`src/rtl/jpeg_ctrl_pkg.sv`:
```
// Shared types and constants for the JPEG frame sequencer.
package jpeg_ctrl_pkg;

    typedef enum logic [2:0] {
        IDLE,
        FEED,
        WAITBLK,
        IMAGE,
        FLUSH,
        DONE
    } fsm_t;

    localparam int BLK_DIM     = 8;
    localparam int BLK_PIX     = 64;
    localparam int LEVEL_SHIFT = 128;

    // Unsigned sample to signed: subtracting 128 from an 8-bit value is the
    // same as flipping its MSB.
    function automatic logic [7:0] level_shift(input logic [7:0] sample);
        return sample ^ 8'(LEVEL_SHIFT);
    endfunction

endpackage

```
`src/rtl/jpeg_pix_fifo.sv`:
```
// Two-entry pixel FIFO between the memory read port and the pipeline input.
module jpeg_pix_fifo #(
    parameter int DATA_W = 8
) (
    input  logic              clk,
    input  logic              rst_n,
    input  logic              push,
    input  logic [DATA_W-1:0] din,
    input  logic              pop,
    output logic [DATA_W-1:0] dout,
    output logic [1:0]        count,
    output logic              full,
    output logic              empty
);

    logic [DATA_W-1:0] r_mem [2];
    logic              r_wr_ptr;
    logic              r_rd_ptr;
    logic [1:0]        r_count;
    logic              w_do_push;
    logic              w_do_pop;

    assign full      = (r_count == 2'd2);
    assign empty     = (r_count == 2'd0);
    assign count     = r_count;
    assign dout      = r_mem[r_rd_ptr];
    assign w_do_pop  = pop && !empty;
    // A pop in the same cycle frees the slot being written when full.
    assign w_do_push = push && (!full || w_do_pop);

    // Storage write on push.
    always_ff @(posedge clk or negedge rst_n) begin
        if (!rst_n) begin
            r_mem[0] <= '0;
            r_mem[1] <= '0;
        end else if (w_do_push) begin
            r_mem[r_wr_ptr] <= din;
        end
    end

    // Pointer and occupancy tracking; push+pop leaves the count unchanged.
    always_ff @(posedge clk or negedge rst_n) begin
        if (!rst_n) begin
            r_wr_ptr <= 1'b0;
            r_rd_ptr <= 1'b0;
            r_count  <= 2'd0;
        end else begin
            if (w_do_push) r_wr_ptr <= ~r_wr_ptr;
            if (w_do_pop)  r_rd_ptr <= ~r_rd_ptr;
            case ({w_do_push, w_do_pop})
                2'b10:   r_count <= r_count + 2'd1;
                2'b01:   r_count <= r_count - 2'd1;
                default: r_count <= r_count;
            endcase
        end
    end

endmodule

```
`src/rtl/jpeg_frame_ctrl.sv`:
```
// Frame sequencer: scans a raster greyscale image in 8x8 block order,
// level-shifts each sample and streams it to the JPEG pipeline, then runs
// the end-of-image / flush handshake.
module jpeg_frame_ctrl
    import jpeg_ctrl_pkg::*;
#(
    parameter int ADDR_W = 16,
    parameter int DIM_W  = 8
) (
    input  logic              clk,
    input  logic              rst_ext_n,
    input  logic              start,
    input  logic [DIM_W-1:0]  width_blk,
    input  logic [DIM_W-1:0]  height_blk,
    input  logic [ADDR_W-1:0] base_addr,
    output logic              busy,
    output logic              done,
    output logic [15:0]       blocks_done,
    output logic              mem_rd,
    output logic [ADDR_W-1:0] mem_addr,
    input  logic [7:0]        mem_rdata,
    output logic              pipe_ena_in,
    output logic [7:0]        pipe_pixel,
    input  logic              pipe_rdy_out,
    input  logic              pipe_done_block,
    output logic              pipe_done_image,
    input  logic              pipe_done_flush
);

    localparam logic [DIM_W-1:0]  DIM_ONE  = 1;
    localparam logic [ADDR_W-1:0] ADDR_ONE = 1;
    localparam logic [2:0]        LAST_IDX = 3'(BLK_DIM - 1);

    fsm_t              r_state;
    fsm_t              w_state_next;

    // Scan position and frame geometry captured at start
    logic [DIM_W-1:0]  r_w;
    logic [DIM_W-1:0]  r_h;
    logic [DIM_W-1:0]  r_bx;
    logic [DIM_W-1:0]  r_by;
    logic [2:0]        r_col;
    logic [2:0]        r_row;

    // Incremental address bookkeeping
    logic [ADDR_W-1:0] r_cur_addr;    // address of the next read to issue
    logic [ADDR_W-1:0] r_row_start;   // first pixel of current block row r
    logic [ADDR_W-1:0] r_blk_start;   // pixel (0,0) of current block
    logic [ADDR_W-1:0] r_brow_start;  // pixel (0,0) of first block in block row
    logic [ADDR_W-1:0] r_stride;      // image row stride = width_blk*8
    logic [ADDR_W-1:0] r_bstride;     // block-row stride = width_blk*64
    logic [ADDR_W-1:0] r_last_addr;   // last issued address, shown when idle
    logic [ADDR_W-1:0] w_row_next;
    logic [ADDR_W-1:0] w_blk_next;
    logic [ADDR_W-1:0] w_brow_next;

    logic              r_rd_done;     // every pixel of the frame has been read
    logic              r_inflight;    // read issued last cycle, data arrives now
    logic [15:0]       r_nblk;
    logic [15:0]       r_blk_cnt;

    logic              w_start_ok;
    logic              w_issue;
    logic              w_row_last;
    logic              w_blk_last;
    logic              w_feed_done;
    logic [7:0]        w_fifo_dout;
    logic [1:0]        w_fifo_count;
    logic              w_fifo_full;
    logic              w_fifo_empty;
    logic [2:0]        w_occupancy;

    assign w_start_ok  = (r_state == IDLE) && start &&
                         (width_blk != '0) && (height_blk != '0);
    assign w_occupancy = {1'b0, w_fifo_count} + {2'b00, r_inflight};
    assign w_issue     = (r_state == FEED) && !r_rd_done && !w_fifo_full &&
                         (w_occupancy < 3'd2);
    assign w_row_last  = (r_col == LAST_IDX);
    assign w_blk_last  = ({r_row, r_col} == 6'(BLK_PIX - 1));
    assign w_row_next  = r_row_start + r_stride;
    assign w_blk_next  = r_blk_start + ADDR_W'(BLK_DIM);
    assign w_brow_next = r_brow_start + r_bstride;
    assign w_feed_done = r_rd_done && w_fifo_empty && !r_inflight;

    assign mem_rd      = w_issue;
    assign mem_addr    = w_issue ? r_cur_addr : r_last_addr;
    assign pipe_ena_in = !w_fifo_empty && pipe_rdy_out;
    assign pipe_pixel  = pipe_ena_in ? w_fifo_dout : 8'h00;
    assign blocks_done = r_blk_cnt;

    jpeg_pix_fifo #(
        .DATA_W (8)
    ) u_fifo (
        .clk   (clk),
        .rst_n (rst_ext_n),
        .push  (r_inflight),
        .din   (level_shift(mem_rdata)),
        .pop   (pipe_ena_in),
        .dout  (w_fifo_dout),
        .count (w_fifo_count),
        .full  (w_fifo_full),
        .empty (w_fifo_empty)
    );

    // State register.
    always_ff @(posedge clk or negedge rst_ext_n) begin
        if (!rst_ext_n) r_state <= IDLE;
        else            r_state <= w_state_next;
    end

    // Next-state and FSM-driven outputs.
    always_comb begin
        w_state_next    = r_state;
        busy            = (r_state != IDLE) && (r_state != DONE);
        done            = 1'b0;
        pipe_done_image = 1'b0;
        case (r_state)
            IDLE:    if (w_start_ok) w_state_next = FEED;
            FEED:    if (w_feed_done) w_state_next = WAITBLK;
            WAITBLK: if (r_blk_cnt == r_nblk) w_state_next = IMAGE;
            IMAGE: begin
                pipe_done_image = 1'b1;
                w_state_next    = FLUSH;
            end
            FLUSH:   if (pipe_done_flush) w_state_next = DONE;
            DONE: begin
                done         = 1'b1;
                w_state_next = IDLE;
            end
            default: w_state_next = IDLE;
        endcase
    end

    // Marks the read issued this cycle so its data is pushed next cycle.
    always_ff @(posedge clk or negedge rst_ext_n) begin
        if (!rst_ext_n) r_inflight <= 1'b0;
        else            r_inflight <= w_issue;
    end

    // Block-order address walker: +1 along a row, row stride at a row
    // change, +8 to the next block, block-row stride at the end of a block row.
    always_ff @(posedge clk or negedge rst_ext_n) begin
        if (!rst_ext_n) begin
            r_w          <= '0;
            r_h          <= '0;
            r_bx         <= '0;
            r_by         <= '0;
            r_col        <= '0;
            r_row        <= '0;
            r_cur_addr   <= '0;
            r_row_start  <= '0;
            r_blk_start  <= '0;
            r_brow_start <= '0;
            r_stride     <= '0;
            r_bstride    <= '0;
            r_last_addr  <= '0;
            r_rd_done    <= 1'b0;
        end else if (w_start_ok) begin
            r_w          <= width_blk;
            r_h          <= height_blk;
            r_bx         <= '0;
            r_by         <= '0;
            r_col        <= '0;
            r_row        <= '0;
            r_cur_addr   <= base_addr;
            r_row_start  <= base_addr;
            r_blk_start  <= base_addr;
            r_brow_start <= base_addr;
            r_stride     <= ADDR_W'(width_blk) << 3;
            r_bstride    <= ADDR_W'(width_blk) << 6;
            r_rd_done    <= 1'b0;
        end else if (w_issue) begin
            r_last_addr <= r_cur_addr;
            if (!w_row_last) begin
                r_col      <= r_col + 3'd1;
                r_cur_addr <= r_cur_addr + ADDR_ONE;
            end else if (!w_blk_last) begin
                r_col       <= '0;
                r_row       <= r_row + 3'd1;
                r_row_start <= w_row_next;
                r_cur_addr  <= w_row_next;
            end else begin
                r_col <= '0;
                r_row <= '0;
                if (r_bx != r_w - DIM_ONE) begin
                    r_bx        <= r_bx + DIM_ONE;
                    r_blk_start <= w_blk_next;
                    r_row_start <= w_blk_next;
                    r_cur_addr  <= w_blk_next;
                end else begin
                    r_bx <= '0;
                    if (r_by != r_h - DIM_ONE) begin
                        r_by         <= r_by + DIM_ONE;
                        r_brow_start <= w_brow_next;
                        r_blk_start  <= w_brow_next;
                        r_row_start  <= w_brow_next;
                        r_cur_addr   <= w_brow_next;
                    end else begin
                        r_rd_done <= 1'b1;
                    end
                end
            end
        end
    end

    // Block-completion counter, saturating at the frame's block total.
    always_ff @(posedge clk or negedge rst_ext_n) begin
        if (!rst_ext_n) begin
            r_nblk    <= '0;
            r_blk_cnt <= '0;
        end else if (w_start_ok) begin
            r_nblk    <= 16'(width_blk) * 16'(height_blk);
            r_blk_cnt <= '0;
        end else if ((r_state != IDLE) && pipe_done_block && (r_blk_cnt < r_nblk)) begin
            r_blk_cnt <= r_blk_cnt + 16'd1;
        end
    end

endmodule

```
`config.mk`:
```
export PLATFORM = sky130hd
export DESIGN_NAME = jpeg_frame_ctrl
export DESIGN_NICKNAME = d
export VERILOG_FILES = /design/src/rtl/jpeg_ctrl_pkg.sv /design/src/rtl/jpeg_pix_fifo.sv /design/src/rtl/jpeg_frame_ctrl.sv
export SDC_FILE = /design/constraint.sdc
export NUM_CORES = 1
export LEC_CHECK = 0
export ABC_AREA = 1
export ABC_CLOCK_PERIOD_IN_PS = 2450
export CORE_MARGIN = 4
export CORE_UTILIZATION = 50
export DETAILED_ROUTE_END_ITERATION = 8
export MAX_ROUTING_LAYER = met4
export PLACE_DENSITY = 0.72
export SETUP_SLACK_MARGIN = 0.05
export SKIP_LAST_GASP = 1
export SYNTH_ARGS = -nofsm -noshare
export SYNTH_HDL_FRONTEND = slang
export SYNTH_SLANG_ARGS = --single-unit
```
`constraint.sdc`:
```
create_clock -name clk -period 2.45 [get_ports clk]
set_input_delay 0.6125 -clock clk [delete_from_list [all_inputs] [get_ports clk]]
set_output_delay 0.6125 -clock clk [all_outputs]
set_load 0.02 [all_outputs]
```
==> results.tsv, run 1 <==
metric	value	unit
syn_inst	1822	
layout.area.seq	0.004388	mm^2
final_layout_size_suffix_gt1_share	27.16	%
grt_pass1_wl	64290	um
yosysTopAreaCell	dfrtp_1	
htreeDepth	4	
fmax	0.2552	GHz
antenna_found_initial	1	
grtUsageTotal	28.38	%
crit_path_start_kind	primary input	
cts_buffers	17	
synth_nets	1985	
multiInputGateArea	0.008487	mm^2
status	complete, but fails checks	
use_met2	44.41	%
post-place-ws	-2.373	ns
firstDrtPassIters	8	
synth_ff_type	dfrtp_1	
whs	0.07494	ns
cpLargestDelayFamily	adder cells	
cp.required	2.77	ns
synthTopCellsByArea	dfrtp_1, nand2_1, inv_1, ha_1, fa_1	
rr_endpoint	r_cur_addr[14]	
yosys_warnings	0	
synth_common_cells	nand2_1, inv_1, dfrtp_1, o21ai_0, nand3_1	
setup_viol	30	
cp_max_fo	5	
hold_viol	0	
ys_ff_latch	175	
via_per_inst	5.435	
end_kind	flip-flop	
fillCellCount	2028	
antenna_left	0	
placed_area	0.01582	mm^2
r2r-start	r_bstride[6]	
power	20.45	mW
cp_cell_sequence	buf_8 > nand2_2 > inv_2 > fa_1 > inv_2 > fa_1 > inv_1 > fa_1 > inv_1 > fa_1 > inv_2 > ha_4 > nand2_4 > o21ai_2 > nor2_2 > o21ai_2 > nand2_1 > a31oi_2 > nand2_1 > nand2_1 > o22ai_1	
timing_worst_setup_path_type	in2reg	
grt_busiest_layer	met2	
core	0.02606	mm^2
cts_tree	built	
gr-usage-met3	4.043	%
slowest_stage	fa_1	
floorplan.initialDensity	50.87	%
critPathMaxStageDelay	0.54	ns
dp_hpwl	28320	um
critPathArrivalTime	4.24	ns
avgSynthCellArea	7.276	um^2
power_density	1118	mW/mm^2
finalWeightedCongestion	0.9836	
fin_crit_sh	160.0	%
crit_cells	21	
layout_setup_ws	-1.469	ns
synth_top_area_share	33.03	%
drtIter0Drc	1144	
cts.sinks	175	
p_leak	9.514	nW
async_flop_share	100.0	%
clockBufferDepth	2	
drv_cap	0	
die_x	170.8	um
worst-path-buf-inv	6	
period_needed	3.919	ns
drc_errors	0	
finClkSkew	0.02259	ns
cts.clk_slew.worst_paths	0.08	ns
violations	setup timing	
grt.overflow.total	0	
wl_per_cell	16.92	um
via_count	13350	
syn_area	0.01326	mm^2
use_met1	39.50	%
die_area	0.02918	mm^2
worstRegToRegCells	17	
yosysUniqueCellTypes	53	
drt-total-wl	41580	um
grt_max_degree	54	
nNetsFinal	2271	
reg2reg_slack	0	ns
cts_hold_buffers	0	
slew_headroom	60.57	%
final_cell_area	0.01829	mm^2
clock_latency	0.45	ns
ir_worst_vdd	609.9	uV
rows	59	
dieHeight	170.8	um
rsz0062_at_grt	true	
port_buffers	90	
worst_pin_slew	0.5860	ns
crit_top_cell	fa_1	
yosysSeqAreaShare	33.03	%
yosysMostFrequentCell	nand2_1	
slew_viol_final	0	
cts-root-buf	clkbuf_16	
grt_pass1_vias	12620	
synth-edff-count	0	
pin_count	91	
min_path_type	in2async	
syn2layout_area_growth	37.95	%
## worst register-to-register path, delay by kind of cell, from the launching register on
family | cells | cell delay [ns]
simple gates | 11 | 1.02
fa+ha+maj | 2 | 0.51
flops | 1 | 0.43
buf+inv | 3 | 0.29
compound gates | 1 | 0.12
## power breakdown
part | internal, mW | switching, mW | leakage (nW) | total (mW)
clock network | 1.40 | 1.38 | 0.285 | 2.77
registers | 3.94 | 1.05 | 2.14 | 4.99
logic | 5.53 | 7.16 | 7.09 | 12.7
total | 10.9 | 9.59 | 9.51 | 20.5
## through the flow
step                utilization (%)  std cells  TNS [ns]
floorplan                         -       1822    -14.93
global placement              60.71       2352    -73.85
finish                        70.18       2457    -16.42
CTS                           67.03       2435    -17.18
detailed placement            60.71       2352    -75.92
global route                  70.18       2457    -20.05
## metal layers
layer	part of all wire, %	wire [um]	vias up
met5	0	0	-
met4	2.0	839	0
li1	-	-	6364
met1	43	17900	6409
met3	7.4	3098	83
met2	47	19750	498
## area by class of cell
class / count / share of cell area, %
Clock inverter: 13 / 0.7800
Clock buffer: 19 / 2.422
Sequential cell: 175 / 23.99
Multi-Input combinational cell: 1282 / 46.41
Tap cell: 335 / 2.292
Inverter: 307 / 6.520
Antenna cell: 1 / 0.01368
Timing Repair Buffer: 325 / 17.57
## cells in the final DEF (no fill, tap or decap), types with 8 or more instances in the layout
| cell | n |
|---|---|
| a21oi_2 | 13 |
| fa_1 | 33 |
| o21ai_2 | 13 |
| buf_12 | 21 |
| buf_4 | 162 |
| dfrtp_1 | 168 |
| o21ai_0 | 103 |
| nand3_1 | 87 |
| clkdlybuf4s50_1 | 43 |
| nand4_1 | 20 |
| a21oi_1 | 60 |
| xnor2_1 | 10 |
| nor2_2 | 10 |
| o211ai_1 | 9 |
| o21ai_4 | 8 |
| dlygate4sd2_1 | 9 |
| nand2_1 | 444 |
| nor2_1 | 81 |
| ha_4 | 12 |
| nor4_1 | 10 |
| ha_1 | 64 |
| buf_6 | 69 |
| inv_2 | 31 |
| clkbuf_16 | 18 |
| nand2_4 | 28 |
| xor2_1 | 38 |
| nand2_2 | 55 |
| o21ai_1 | 32 |
| nand3_2 | 19 |
| nor2_4 | 13 |
| inv_1 | 266 |
| nor3_1 | 29 |
## registers in the layout, indices dropped and copies added, names as in the netlist, 2 cells and up
name	cells
r_h	8
r_row	3
r_brow_start	16
u_fifo.r_mem	16
r_last_addr	16
r_bstride	8
r_state	3
u_fifo.count	2
r_nblk	16
r_row_start	16
r_by	8
r_cur_addr	16
r_bx	8
r_col	3
blocks_done	16
r_blk_start	16
## worst max-delay path by stage
stage | startpoint | endpoint | slack, ns
after floorplan | height_blk[4] | r_nblk[13] | -1.73
after global placement | height_blk[4] | r_nblk[13] | -2.32
after detailed placement | height_blk[4] | r_nblk[13] | -2.37
after CTS | height_blk[4] | r_nblk[13] | -1.39
after global routing | height_blk[4] | r_nblk[13] | -1.68
final | height_blk[4] | r_nblk[13] | -1.47
## repair_timing
action                                  CTS  global route
resized for setup                       336           212
pin swaps                                72            86
gates cloned                              9             3
endpoints found under the setup margin  123           112
setup buffers                            44            29
## cell families after synthesis
logic type	Yosys count	share of synthesized area, %
AOI/OAI and AO/OA	278	11.63
xor gates and xnor gates	54	3.672
adders and majority gates	117	13.19
buffers and inverters	366	10.90
DFF	175	33.03
muxes	8	0.6702
and+or+nand+nor	824	26.90
Note: power is estimated with default switching activity, not from simulation.
==> run 2, diff against run 1 <==
--- a/config.mk
+++ b/config.mk
@@ -8,10 +8,10 @@
 export ABC_AREA = 1
 export ABC_CLOCK_PERIOD_IN_PS = 2450
 export CORE_MARGIN = 4
-export CORE_UTILIZATION = 50
+export CORE_UTILIZATION = 28
 export DETAILED_ROUTE_END_ITERATION = 8
 export MAX_ROUTING_LAYER = met4
-export PLACE_DENSITY = 0.72
+export PLACE_DENSITY = 0.47
 export SETUP_SLACK_MARGIN = 0.05
 export SKIP_LAST_GASP = 1
 export SYNTH_ARGS = -nofsm -noshare
==> run 2 against run 1 <==
Final area grew 7.6%. Non-clock buffer count grew 50. The flow still finishes with violations (setup timing). Critical path type unchanged. Largest cell class unchanged. Critical endpoint is now r_nblk[14]. Global-route usage shrank 11 points. Clock-buffer cell count grew 2. Worst setup slack gained 0.11 ns.
==> results.tsv, run 2 (synthesized netlist as in run 1, its figures left out) <==
metric	value	unit
drc_errors	0	
clock_latency	0.47	ns
syn2layout_area_growth	48.49	%
layout_setup_ws	-1.360	ns
rows	79	
wl_per_cell	15.69	um
antenna_found_initial	1	
power	21.20	mW
p_leak	9.947	nW
layout_common_cells	nand2_1, inv_1, buf_4	
grt_max_degree	52	
cts_hold_buffers	0	
critPathArrivalTime	4.16	ns
final_layout_size_suffix_gt1_share	33.67	%
fin_crit_sh	155.5	%
slew_viol_final	0	
end_kind	flip-flop	
cp.required	2.80	ns
grtUsageTotal	17.39	%
core	0.04665	mm^2
fin_tns_setup	-18.23	ns
violations	setup timing	
utilization	42.19	%
status	complete, but fails checks	
grt_pass1_wl	68600	um
dp_hpwl	31170	um
drv_cap	0	
power_density	1077	mW/mm^2
rsz0062_at_grt	true	
post-place-ws	-2.540	ns
cts_tree	built	
via_count	12980	
drt-total-wl	43630	um
min_path_type	in2async	
fmax	0.2625	GHz
htreeDepth	4	
ir_worst_vdd	471.9	uV
fin_cells	2781	
cp_cell_sequence	buf_8 > nand2_4 > inv_2 > fa_1 > inv_2 > fa_1 > inv_1 > fa_1 > inv_1 > fa_1 > inv_2 > ha_4 > a21o_1 > nand3_4 > nand2_2 > nand2_1 > nand4_1 > or2_4 > nand3_2 > o21ai_2	
period_needed	3.810	ns
cts_buffers	17	
slowest_stage	fa_1	
mostFrequentLayoutCell	nand2_1	
dieHeight	225.6	um
cts-root-buf	clkbuf_16	
critPathMaxStageDelay	0.54	ns
placed_cells	2650	
cp_max_fo	5	
finClkSkew	0.01537	ns
via_per_inst	4.667	
nNetsFinal	2324	
slew_headroom	59.75	%
diodes	0	
pin_count	91	
grt.overflow.total	0	
worst_pin_slew	0.5982	ns
die_area	0.05089	mm^2
finalWeightedCongestion	0.8585	
die_x	225.6	um
hold_viol	0	
antenna_left	0	
timing_worst_setup_path_type	in2reg	
port_buffers	90	
floorplan.initialDensity	28.41	%
cts.sinks	175	
cts.clk_slew.worst_paths	0.08	ns
setup_viol	57	
clockBufferDepth	2	
grt_pass1_vias	12550	
crit_path_start_kind	primary input	
firstDrtPassIters	5	
crit_top_cell	fa_1	
drtIter0Drc	744	
==> run 2: cell count changes in the layout (fill, tap and decap cells not counted), sizes merged <==
cell           before  now
buf               267  326
dlygate4sd2         9    2
bufinv              0    3
inv               312  309
nand2             531  533
clkbuf             23   22
clkdlybuf4s15       1    2
clkinvlp            3    2
diode               1    0
==> run 2: final timing paths <==
kind | slack, ns | endpoint | depth (start not counted) | startpoint
setup / recovery | -1.36 | r_nblk[14] | 20 | width_blk[3]
hold / removal | 0.13 | r_blk_start[7] | 1 | rst_ext_n
setup reg to reg | -0.64 | r_state[0] | 23 | r_state[1]
hold reg to reg | 0.49 | r_nblk[7] | 2 | r_nblk[7]
max in group asynchronous | 1.61 | u_fifo.r_mem[10] | 2 | rst_ext_n
min in group clk | 0.49 | r_nblk[7] | 2 | r_nblk[7]
==> run 2: cell type report <==
class / count / area [um^2]
fill: 4751 / 26970
multi-input combinational: 1284 / 9090
sequential: 175 / 4387
timing repair buffer: 375 / 3622
inverter: 307 / 1196
tap: 607 / 759.5
clock buffer: 21 / 470.5
clock inverter: 11 / 151.4
timing repair inverter: 1 / 8.758
==> run 2: worst max-delay path: cells and delay by family <==
kind | cells | cell delay (ns)
fa+ha+maj | 5 | 2.28
simple gates | 7 | 0.69
buf+inv | 6 | 0.33
compound gates | 2 | 0.27
==> run 2: metal layers <==
| metal | vias up | track usage, % | part of all wire, % |
|---|---|---|---|
| li1 | 6480 | - | - |
| met1 | 6281 | 24.37 | 49 |
| met2 | 175 | 26.64 | 47 |
| met3 | 42 | 2.366 | 2.8 |
| met4 | 0 | 4.545 | 1.4 |
| met5 | - | - | 0 |
==> run 2: repair_timing <==
action,in CTS,in global routing
buffers inserted,66,29
endpoints found under the setup margin,130,121
gates resized for setup,446,306
pin swaps,76,100
cloned,11,5
==> run 2: metrics by stage <==
step / area, um^2 / hold WS [ns]
3_5_place_dp: 16370 / 0.4656
2_1_floorplan: 13520 / 0.3169
4_1_cts: 18390 / 0.1390
6_report: 19690 / 0.1296
3_3_place_gp: 16370 / 0.4584
5_1_grt: 19690 / 0.1601
==> run 2: power breakdown <==
group	leakage [nW]	switching, mW	total, mW	internal, mW
registers	2.14	1.05	4.99	3.94
clock network	0.305	1.30	3.00	1.70
logic	7.50	7.35	13.2	5.85
total	9.95	9.70	21.2	11.5
